## src/rtl/arp_tx_ctrl.sv

```systemverilog
// arp_tx_ctrl: schedules ARP reply/request frames ahead of the Ethernet TX path, with retry and address resolution.
module arp_tx_ctrl #(
  parameter int RETRY_CYCLES = 125000000,
  parameter int MAX_TRIES    = 3,
  parameter int IFG_CYCLES   = 12
) (
  input  logic        aclk,
  input  logic        aresetn,
  input  logic        resolve_req,
  input  logic [31:0] target_ip,
  input  logic        arp_req_rx_valid,
  input  logic [47:0] arp_req_rx_mac,
  input  logic [31:0] arp_req_rx_ip,
  input  logic        arp_rply_rx_valid,
  input  logic [47:0] arp_rply_rx_mac,
  input  logic [31:0] arp_rply_rx_ip,
  input  logic        tx_busy,
  input  logic        arp_data_tx_done,
  output logic        eth_header_arp_tx_start,
  output logic        arp_oper,
  output logic [47:0] mac_d_addr,
  output logic [31:0] ip_d_addr,
  output logic        resolved,
  output logic [47:0] resolved_mac,
  output logic        resolve_fail
);
  typedef enum logic [1:0] {IDLE, START, SEND, GAP} state_t;
  state_t state, state_nx;
  logic rply_pend, req_pend, active, tmr_run, go, match, expire;
  logic [47:0] rply_mac;
  logic [31:0] rply_ip, tgt_ip, tmr;
  logic [7:0] gap_cnt;
  logic [3:0] tries;
  always_comb begin
    go = (rply_pend | req_pend) && !tx_busy && gap_cnt == 8'd0;
    match = arp_rply_rx_valid && active && arp_rply_rx_ip == tgt_ip;
    expire = tmr_run && tmr == 32'd0;
    state_nx = state == IDLE  ? (go ? START : IDLE) :
               state == START ? SEND :
               state == SEND  ? (arp_data_tx_done ? GAP : SEND) :
               (gap_cnt <= 8'd1 ? IDLE : GAP);
  end
  assign eth_header_arp_tx_start = state == START;
  always_ff @(posedge aclk or negedge aresetn) begin
    if (!aresetn) begin
      state <= IDLE;
      rply_pend <= 1'b0;
      req_pend <= 1'b0;
      active <= 1'b0;
      tmr_run <= 1'b0;
      tmr <= '0;
      gap_cnt <= '0;
      tries <= '0;
      rply_mac <= '0;
      rply_ip <= '0;
      tgt_ip <= '0;
      arp_oper <= 1'b0;
      mac_d_addr <= '0;
      ip_d_addr <= '0;
      resolved <= 1'b0;
      resolved_mac <= '0;
      resolve_fail <= 1'b0;
    end else begin
      state <= state_nx;
      resolve_fail <= 1'b0;
      gap_cnt <= (state == SEND && arp_data_tx_done) ? 8'(IFG_CYCLES) :
                 (gap_cnt != 8'd0 ? gap_cnt - 8'd1 : 8'd0);
      // Frame fields are captured on the way into START and held for the whole frame.
      if (state == IDLE && go) begin
        arp_oper <= rply_pend;
        mac_d_addr <= rply_pend ? rply_mac : 48'hFFFF_FFFF_FFFF;
        ip_d_addr <= rply_pend ? rply_ip : tgt_ip;
        if (rply_pend) rply_pend <= 1'b0;
        else begin
          req_pend <= 1'b0;
          tries <= tries + 4'd1;
        end
      end
      if (arp_req_rx_valid) begin
        rply_pend <= 1'b1;
        rply_mac <= arp_req_rx_mac;
        rply_ip <= arp_req_rx_ip;
      end
      if (tmr_run) tmr <= tmr - 32'd1;
      if (expire) begin
        tmr_run <= 1'b0;
        if (tries >= 4'(MAX_TRIES)) begin
          resolve_fail <= 1'b1;
          active <= 1'b0;
        end else req_pend <= 1'b1;
      end
      if (state == SEND && arp_data_tx_done && !arp_oper && active) begin
        tmr <= 32'(RETRY_CYCLES - 1);
        tmr_run <= 1'b1;
      end
      if (match) begin
        resolved <= 1'b1;
        resolved_mac <= arp_rply_rx_mac;
        tmr_run <= 1'b0;
        req_pend <= 1'b0;
        active <= 1'b0;
      end
      // A new resolve request overrides everything above, including a same-cycle match.
      if (resolve_req) begin
        tgt_ip <= target_ip;
        resolved <= 1'b0;
        resolved_mac <= '0;
        tries <= '0;
        req_pend <= 1'b1;
        active <= 1'b1;
        tmr_run <= 1'b0;
      end
    end
  end
endmodule

```

## config.mk

```make
export PLATFORM = sky130hd
export DESIGN_NAME = arp_tx_ctrl
export DESIGN_NICKNAME = d
export VERILOG_FILES = /design/src/rtl/arp_tx_ctrl.sv
export SDC_FILE = /design/constraint.sdc
export NUM_CORES = 1
export LEC_CHECK = 0
export CAP_MARGIN = 10
export CORE_UTILIZATION = 66
export CTS_CLUSTER_SIZE = 40
export DETAILED_ROUTE_END_ITERATION = 16
export DONT_BUFFER_PORTS = 1
export PLACE_DENSITY_LB_ADDON = 0.15
export SLEW_MARGIN = 0
export SYNTH_ARGS = -nofsm -noshare
export SYNTH_HDL_FRONTEND = slang
export SYNTH_SLANG_ARGS = --single-unit
```

## constraint.sdc

```tcl
create_clock -name aclk -period 4.84 [get_ports aclk]
set_input_delay 1.452 -clock aclk [delete_from_list [all_inputs] [get_ports aclk]]
set_output_delay 1.452 -clock aclk [all_outputs]
set_load 0.01 [all_outputs]
```

==> results.py, run 1 <==
metrics = {
    "logic_synthesis": {
        "syn_area_per_cell_um2": 11.35,
        "synth.distinct_cells": 52,
        "ys_seq_area_share_pct": 57.20,
        "synthesis.nets": 1333,
        "synth_edf_count": 0,
        "yosys_most_used_dff": "dfrtp_1",
        "syn_inst": 1129,
        "synthArstFlopShare_pct": 100.0,
        "ys_seq_elements": 293,
        "netlist_area_um2": 12820,
        "ys_warn_count": 0,
    },
    "placed_design": {
        "numPortBuffers": 0,
        "place_inst": 1315,
        "hpwl_um": 19400,
        "placed_cell_area_um2": 12930,
        "dp_slack_ns": 1.298,
        "gp_congestion": 0.8033,
    },
    "cts": {
        "cts_htree_levels": 1,
        "cts_tree": "done",
        "cts_max_path_buffers": 3,
        "cts_resized": 0,
        "clockRootBuffer": "clkbuf_16",
        "post_cts_buffers": 0,
        "cts_hold_buf": 0,
        "insertion_delay_ns": 0.53,
        "clk_pin_slew_ns": 0.06,
        "numCtsBuffers": 29,
        "clock-sinks": 293,
    },
    "routing": {
        "drt_iter0_drc": 633,
        "viasPerCell": 6.166,
        "ant_nets": 0,
        "vias": 8485,
        "first_pass_iters": 5,
        "totalWireLength_um": 29700,
        "route.detailed.drc": 0,
        "wire_per_inst_um": 21.59,
    },
    "global_routing": {
        "grt_pass1_vias": 8482,
        "overflow": 0,
        "grt_start_max_net_pins": 294,
        "antenna_found_initial": 8,
        "grt_use_total_pct": 29.75,
        "grt_pass1_wl_um": 46290,
    },
    "final_layout": {
        "fin_area_um2": 13940,
        "drive_gt1_share_pct": 16.71,
        "area_growth_pct": 8.727,
        "final_cells": 1376,
        "final_nets": 1290,
    },
    "setup_path": {
        "r2r-end": "active",
        "cp.required_ns": 5.22,
        "cp.depth": 6,
        "path_buf_inv": 1,
        "crit_type": "input pin to flip-flop",
        "cpPeakStageDelay_ns": 0.59,
        "worstSetupEndpoint": "active",
        "r2r_cells": 6,
        "path_cells": "xor2_1 -> nor4_1 -> nand4_1 -> buf_4 -> nor3_1 -> o31ai_1",
        "critPathLaunchType": "input pin",
        "cp-startpoint": "arp_rply_rx_ip[30]",
        "arrival_ns": 3.45,
        "rrSetupSlack_ns": 2.25,
        "path_delay_family": "simple AND/OR/NAND/NOR gates",
        "crit_slowest_cell": "nor4_1",
        "r2r_start": "tgt_ip[30]",
        "end_kind": "flip-flop",
        "cp_max_fo": 49,
    },
    "power_and_ir_drop": {
        "p_leak_uw": 0.005970,
        "ir_drop_mv": 0.3364,
        "power_density_nw_per_um2": 426.8,
    },
    "sta": {
        "fin_tns_setup_ns": 0,
        "slew_viol_final": 0,
        "finalHoldViolCount": 0,
        "rsz0062_at_grt": "no",
        "max_freq_mhz": 326.5,
        "tightest_slew_ns": 1.124,
        "finClkSkew_ns": 0.01178,
        "finalCriticalPeriod_ns": 3.063,
        "relSlewSlack_pct": 25.07,
        "setup_viol": 0,
        "period_share_pct": 63.28,
        "setup_ws_ns": 1.777,
    },
    "run": {
        "cap_violations": 0,
    },
    "floorplanning": {
        "core_area_um2": 18890,
        "start_util_pct": 67.84,
        "ios": 331,
        "die_area_um2": 19980,
        "die_h_um": 141.4,
        "die_x_um": 141.4,
        "num_rows": 50,
    },
    "status": {
        "status": "completed",
    },
    "min_path": {
        "hold_path.class": "flip-flop to flip-flop",
    },
}
-- through the flow --
stage               total power, uW  hold slack [ns]  util, %
floorplan                      3515           0.4747        -
global placement               3636           0.4888    68.44
detailed placement             3680           0.4957    68.44
CTS                            5993           0.5099    73.64
global route                   6206           0.5183    73.74
finish                         5947           0.5064    73.76
-- kinds of logic (layout without fill, tap and decap cells) --
kind of cell	after synthesis	in the layout	synth area share [%]
flops	293	293	57.20
xor+xnor	62	62	4.237
mux	143	143	12.25
buf+inv	95	73	2.850
other cells	0	9	0
fa+ha+maj	5	5	0.4881
compound gates	208	208	9.381
simple gates	323	323	13.59
-- registers in the layout (all words and copies together) (netlist names), 4 cells and up --
| name | count |
|---|---|
| rply_ip | 32 |
| tgt_ip | 32 |
| gap_cnt | 8 |
| rply_mac | 48 |
| tries | 4 |
| ip_d_addr | 32 |
| tmr | 32 |
| mac_d_addr | 48 |
| resolved_mac | 48 |
-- synth_stat cells, drive strengths merged, types with 11 or more instances --
cell / n / share of area [%]
a21oi: 53 / 2.1
nor2b: 50 / 2.4
mux2: 111 / 9.8
nand4: 54 / 2.6
nor4: 19 / 0.93
xor2: 36 / 2.5
xnor2: 26 / 1.8
mux2i: 32 / 2.5
nor3: 14 / 0.55
clkbuf: 73 / 2.1
buf: 11 / 0.39
dfrtp: 293 / 57
o31ai: 51 / 3.0
nor2: 28 / 0.82
o21ai: 94 / 3.7
nand2: 110 / 3.2
inv: 11 / 0.32
or3: 12 / 0.61
-- worst min-delay path by stage --
| stage | from | endpoint | slack, ns | depth (start not counted) |
|---|---|---|---|---|
| after floorplan | tmr[16] | tmr[16] | 0.47 | 2 |
| after global placement | rply_mac[18] | rply_mac[18] | 0.49 | 1 |
| after detailed placement | rply_ip[28] | rply_ip[28] | 0.50 | 1 |
| after CTS | rply_ip[28] | rply_ip[28] | 0.51 | 1 |
| after global routing | rply_ip[28] | rply_ip[28] | 0.52 | 1 |
| final | rply_ip[23] | rply_ip[23] | 0.51 | 1 |
-- power by group --
group | switching (uW) | internal [uW] | total (uW)
logic | 250 | 281 | 530
clock network | 926 | 1380 | 2300
registers | 348 | 2760 | 3110
total | 1520 | 4420 | 5950
-- area by class of cell --
| type | instances | area [um2] |
|---|---|---|
| Clock inverter | 13 | 180.2 |
| Tap cell | 260 | 325.3 |
| Timing Repair Buffer | 10 | 87.58 |
| Multi-Input combinational cell | 741 | 5140 |
| Fill cell | 1313 | 4957 |
| Sequential cell | 293 | 7336 |
| Antenna cell | 9 | 22.52 |
| Inverter | 11 | 41.29 |
| Clock buffer | 39 | 803.3 |
-- metal layers --
| metal | GRT usage [%] | up-vias | wire [um] |
|---|---|---|---|
| met5 | 0 | - | 0 |
| met1 | 38.57 | 4138 | 11670 |
| li1 | - | 3920 | - |
| met4 | 10.41 | 0 | 823 |
| met3 | 8.876 | 58 | 2790 |
| met2 | 47.92 | 369 | 14420 |
-- worst reg2reg max path: stages (launching register included) --
cell	delay (ns)
dfrtp_1	0.41
xor2_1	0.21
nor4_1	0.59
nand4_1	0.21
buf_4	0.35
nor3_1	0.53
o31ai_1	0.15
-- placed cells by master (no fill, tap or decap), types with 2 or more instances in the layout --
master      count
o31ai_1        51
clkinv_2        4
inv_1          11
or2_2           3
or3_2           2
mux2i_1        32
bufinv_16       4
nor4_1         19
o21a_1          3
clkinvlp_4      3
a21oi_1        53
or3_1          10
clkbuf_8        4
inv_6           2
o21ai_0        93
nor4b_1         2
ha_1            5
or4_4           2
nor2_1         28
buf_4           9
nor3_1         13
diode_2         9
clkbuf_1        6
nand2_1       110
xor2_1         36
nor3b_1         3
clkbuf_16      29
xnor2_1        26
nand4_1        54
or4_1           5
dfrtp_1       292
mux2_2        111
nor2b_1        50
nand3_1         6
Note: power is estimated with default switching activity, not from simulation.
==> inputs of run 2 (changes only) <==
- CORE_UTILIZATION: 66 -> 63
- clock period: 4.84 -> 2.85 ns (I/O delays scaled with it)
==> results.py, run 2 (synthesized netlist as in run 1, its figures left out) <==
metrics = {
    "sta": {
        "setup_viol": 0,
        "period_share_pct": 82.35,
        "fin_tns_setup_ns": 0,
        "slew_viol_final": 0,
        "finClkSkew_ns": 0.01084,
        "finalCriticalPeriod_ns": 2.347,
        "max_freq_mhz": 426.1,
        "tightest_slew_ns": 0.6000,
        "setup_ws_ns": 0.5031,
        "finalHoldViolCount": 0,
        "whs_ns": 0.03102,
        "rsz0062_at_grt": "no",
        "relSlewSlack_pct": 59.87,
    },
    "routing": {
        "wire_per_inst_um": 22.07,
        "first_pass_iters": 6,
        "ant_nets": 0,
        "vias": 8631,
        "totalWireLength_um": 30830,
        "route.detailed.drc": 0,
        "viasPerCell": 6.178,
        "drt_iter0_drc": 506,
    },
    "cts": {
        "cts_htree_levels": 1,
        "numCtsBuffers": 30,
        "cts_max_path_buffers": 3,
        "cts_resized": 0,
        "clk_pin_slew_ns": 0.06,
        "cts_tree": "done",
        "clock-sinks": 293,
        "clockRootBuffer": "clkbuf_16",
        "insertion_delay_ns": 0.54,
    },
    "setup_path": {
        "crit_type": "flip-flop to flip-flop",
        "arrival_ns": 2.76,
        "end_kind": "flip-flop",
        "cp.required_ns": 3.27,
        "critPathLaunchType": "flip-flop",
        "cp_max_fo": 26,
    },
    "run": {
        "cap_violations": 0,
    },
    "floorplanning": {
        "die_h_um": 144.6,
        "start_util_pct": 65.00,
        "num_rows": 51,
        "core_area_um2": 19720,
        "die_area_um2": 20920,
        "die_x_um": 144.6,
        "ios": 331,
    },
    "final_layout": {
        "nFillCells": 1357,
        "reg.largest.list": "mac_d_addr: 48 flops, resolved_mac: 48 flops, rply_mac: 48 flops",
        "mostFrequentLayoutCells": "dfrtp_1, mux2_2, nand2_1, o21ai_0, nand4_1",
        "seqCellArea_um2": 7336,
        "multi_input_area_um2": 5135,
        "area_growth_pct": 11.66,
        "drive_gt1_share_pct": 17.85,
        "final_nets": 1308,
        "layout_commonest_cell": "dfrtp_1",
    },
    "global_routing": {
        "overflow": 0,
        "grt_pass1_wl_um": 46450,
        "grt_start_max_net_pins": 188,
        "met3_usage_pct": 9.305,
        "grt_pass1_vias": 8349,
        "grt_use_total_pct": 29.31,
        "gr-usage-met1_pct": 36.50,
        "antenna_found_initial": 6,
        "busiest_layer": "met2",
        "grtUsageMet2_pct": 48.94,
    },
    "min_path": {
        "hold_path.class": "input pin to async pin",
    },
    "placed_design": {
        "hpwl_um": 19710,
        "dp_slack_ns": 0.1469,
        "numPortBuffers": 0,
        "gp_congestion": 0.7774,
    },
    "power_and_ir_drop": {
        "p_leak_uw": 0.006170,
        "power_density_nw_per_um2": 740.8,
        "ir_drop_mv": 0.5648,
    },
    "status": {
        "status": "completed",
    },
}
[run 2: cell count changes in the layout (fill, tap and decap cells not counted), sizes merged]
cell / delta
inv: -1
dlygate4sd3: +7
clkinvlp: -3
bufinv: +2
clkinv: +2
clkbuf: +2
buf: +10
diode: -3
[run 2: stage by stage]
step	total power, uW	util (%)	instances	instance area, um2
6_report	10600	72.58	1397	14310
3_3_place_gp	6185	66.31	1329	13070
2_1_floorplan	5969	-	1129	12820
4_1_cts	10670	72.50	1391	14300
5_1_grt	11040	72.57	1396	14310
3_5_place_dp	6255	66.31	1329	13070
[run 2: worst paths after layout]
kind                               endpoint  cells after the start  slack, ns         from
setup / recovery           resolved_mac[38]                      6       0.50   tgt_ip[12]
hold / removal               mac_d_addr[26]                      0       0.03      aresetn
setup reg to reg           resolved_mac[38]                      6       0.50   tgt_ip[12]
hold reg to reg                 rply_ip[28]                      1       0.50  rply_ip[28]
max in group asynchronous    mac_d_addr[35]                      1       1.65      aresetn
min in group aclk           resolved_mac[2]                      1       0.43  resolve_req
[run 2: worst max-delay path, cell delays in order (launching register included)]
cell and delay, ns:
dfrtp_1 0.39, inv_1 0.07, a222oi_1 0.40, or3b_2 0.76, buf_4 0.26, o31ai_1 0.24, a21oi_1 0.11
[run 2: routing by layer]
layer,up-vias,wire [um],share of wire (%)
met2,362,15500,50
met4,0,718,2.3
met1,4266,11800,38
li1,3955,-,-
met5,-,0,0
met3,48,2818,9.1
[run 2: report_power, final]
group	switching [uW]	total [uW]	internal [uW]	leakage (uW)
Sequential	587	5280	4690	0.00359
Combinational	458	956	498	0.00202
Clock	1620	4370	2750	0.000562
Total	2660	10600	7940	0.00617
[run 2: timing repair]
item	in CTS	in global routing
hold buffers	8	0
buffers inserted	0	0
endpoints found under the hold margin	76	0
setup endpoints to repair	0	0
[run 2: layout make-up]
cell class                      count  area share (%)
Sequential cell                   293           51.26
Antenna cell                        6          0.1049
Clock inverter                     13           1.547
Tap cell                          265           2.317
Inverter                           11          0.2885
Multi-Input combinational cell    741           35.88
Timing Repair Buffer               27           2.291
Clock buffer                       41           6.312
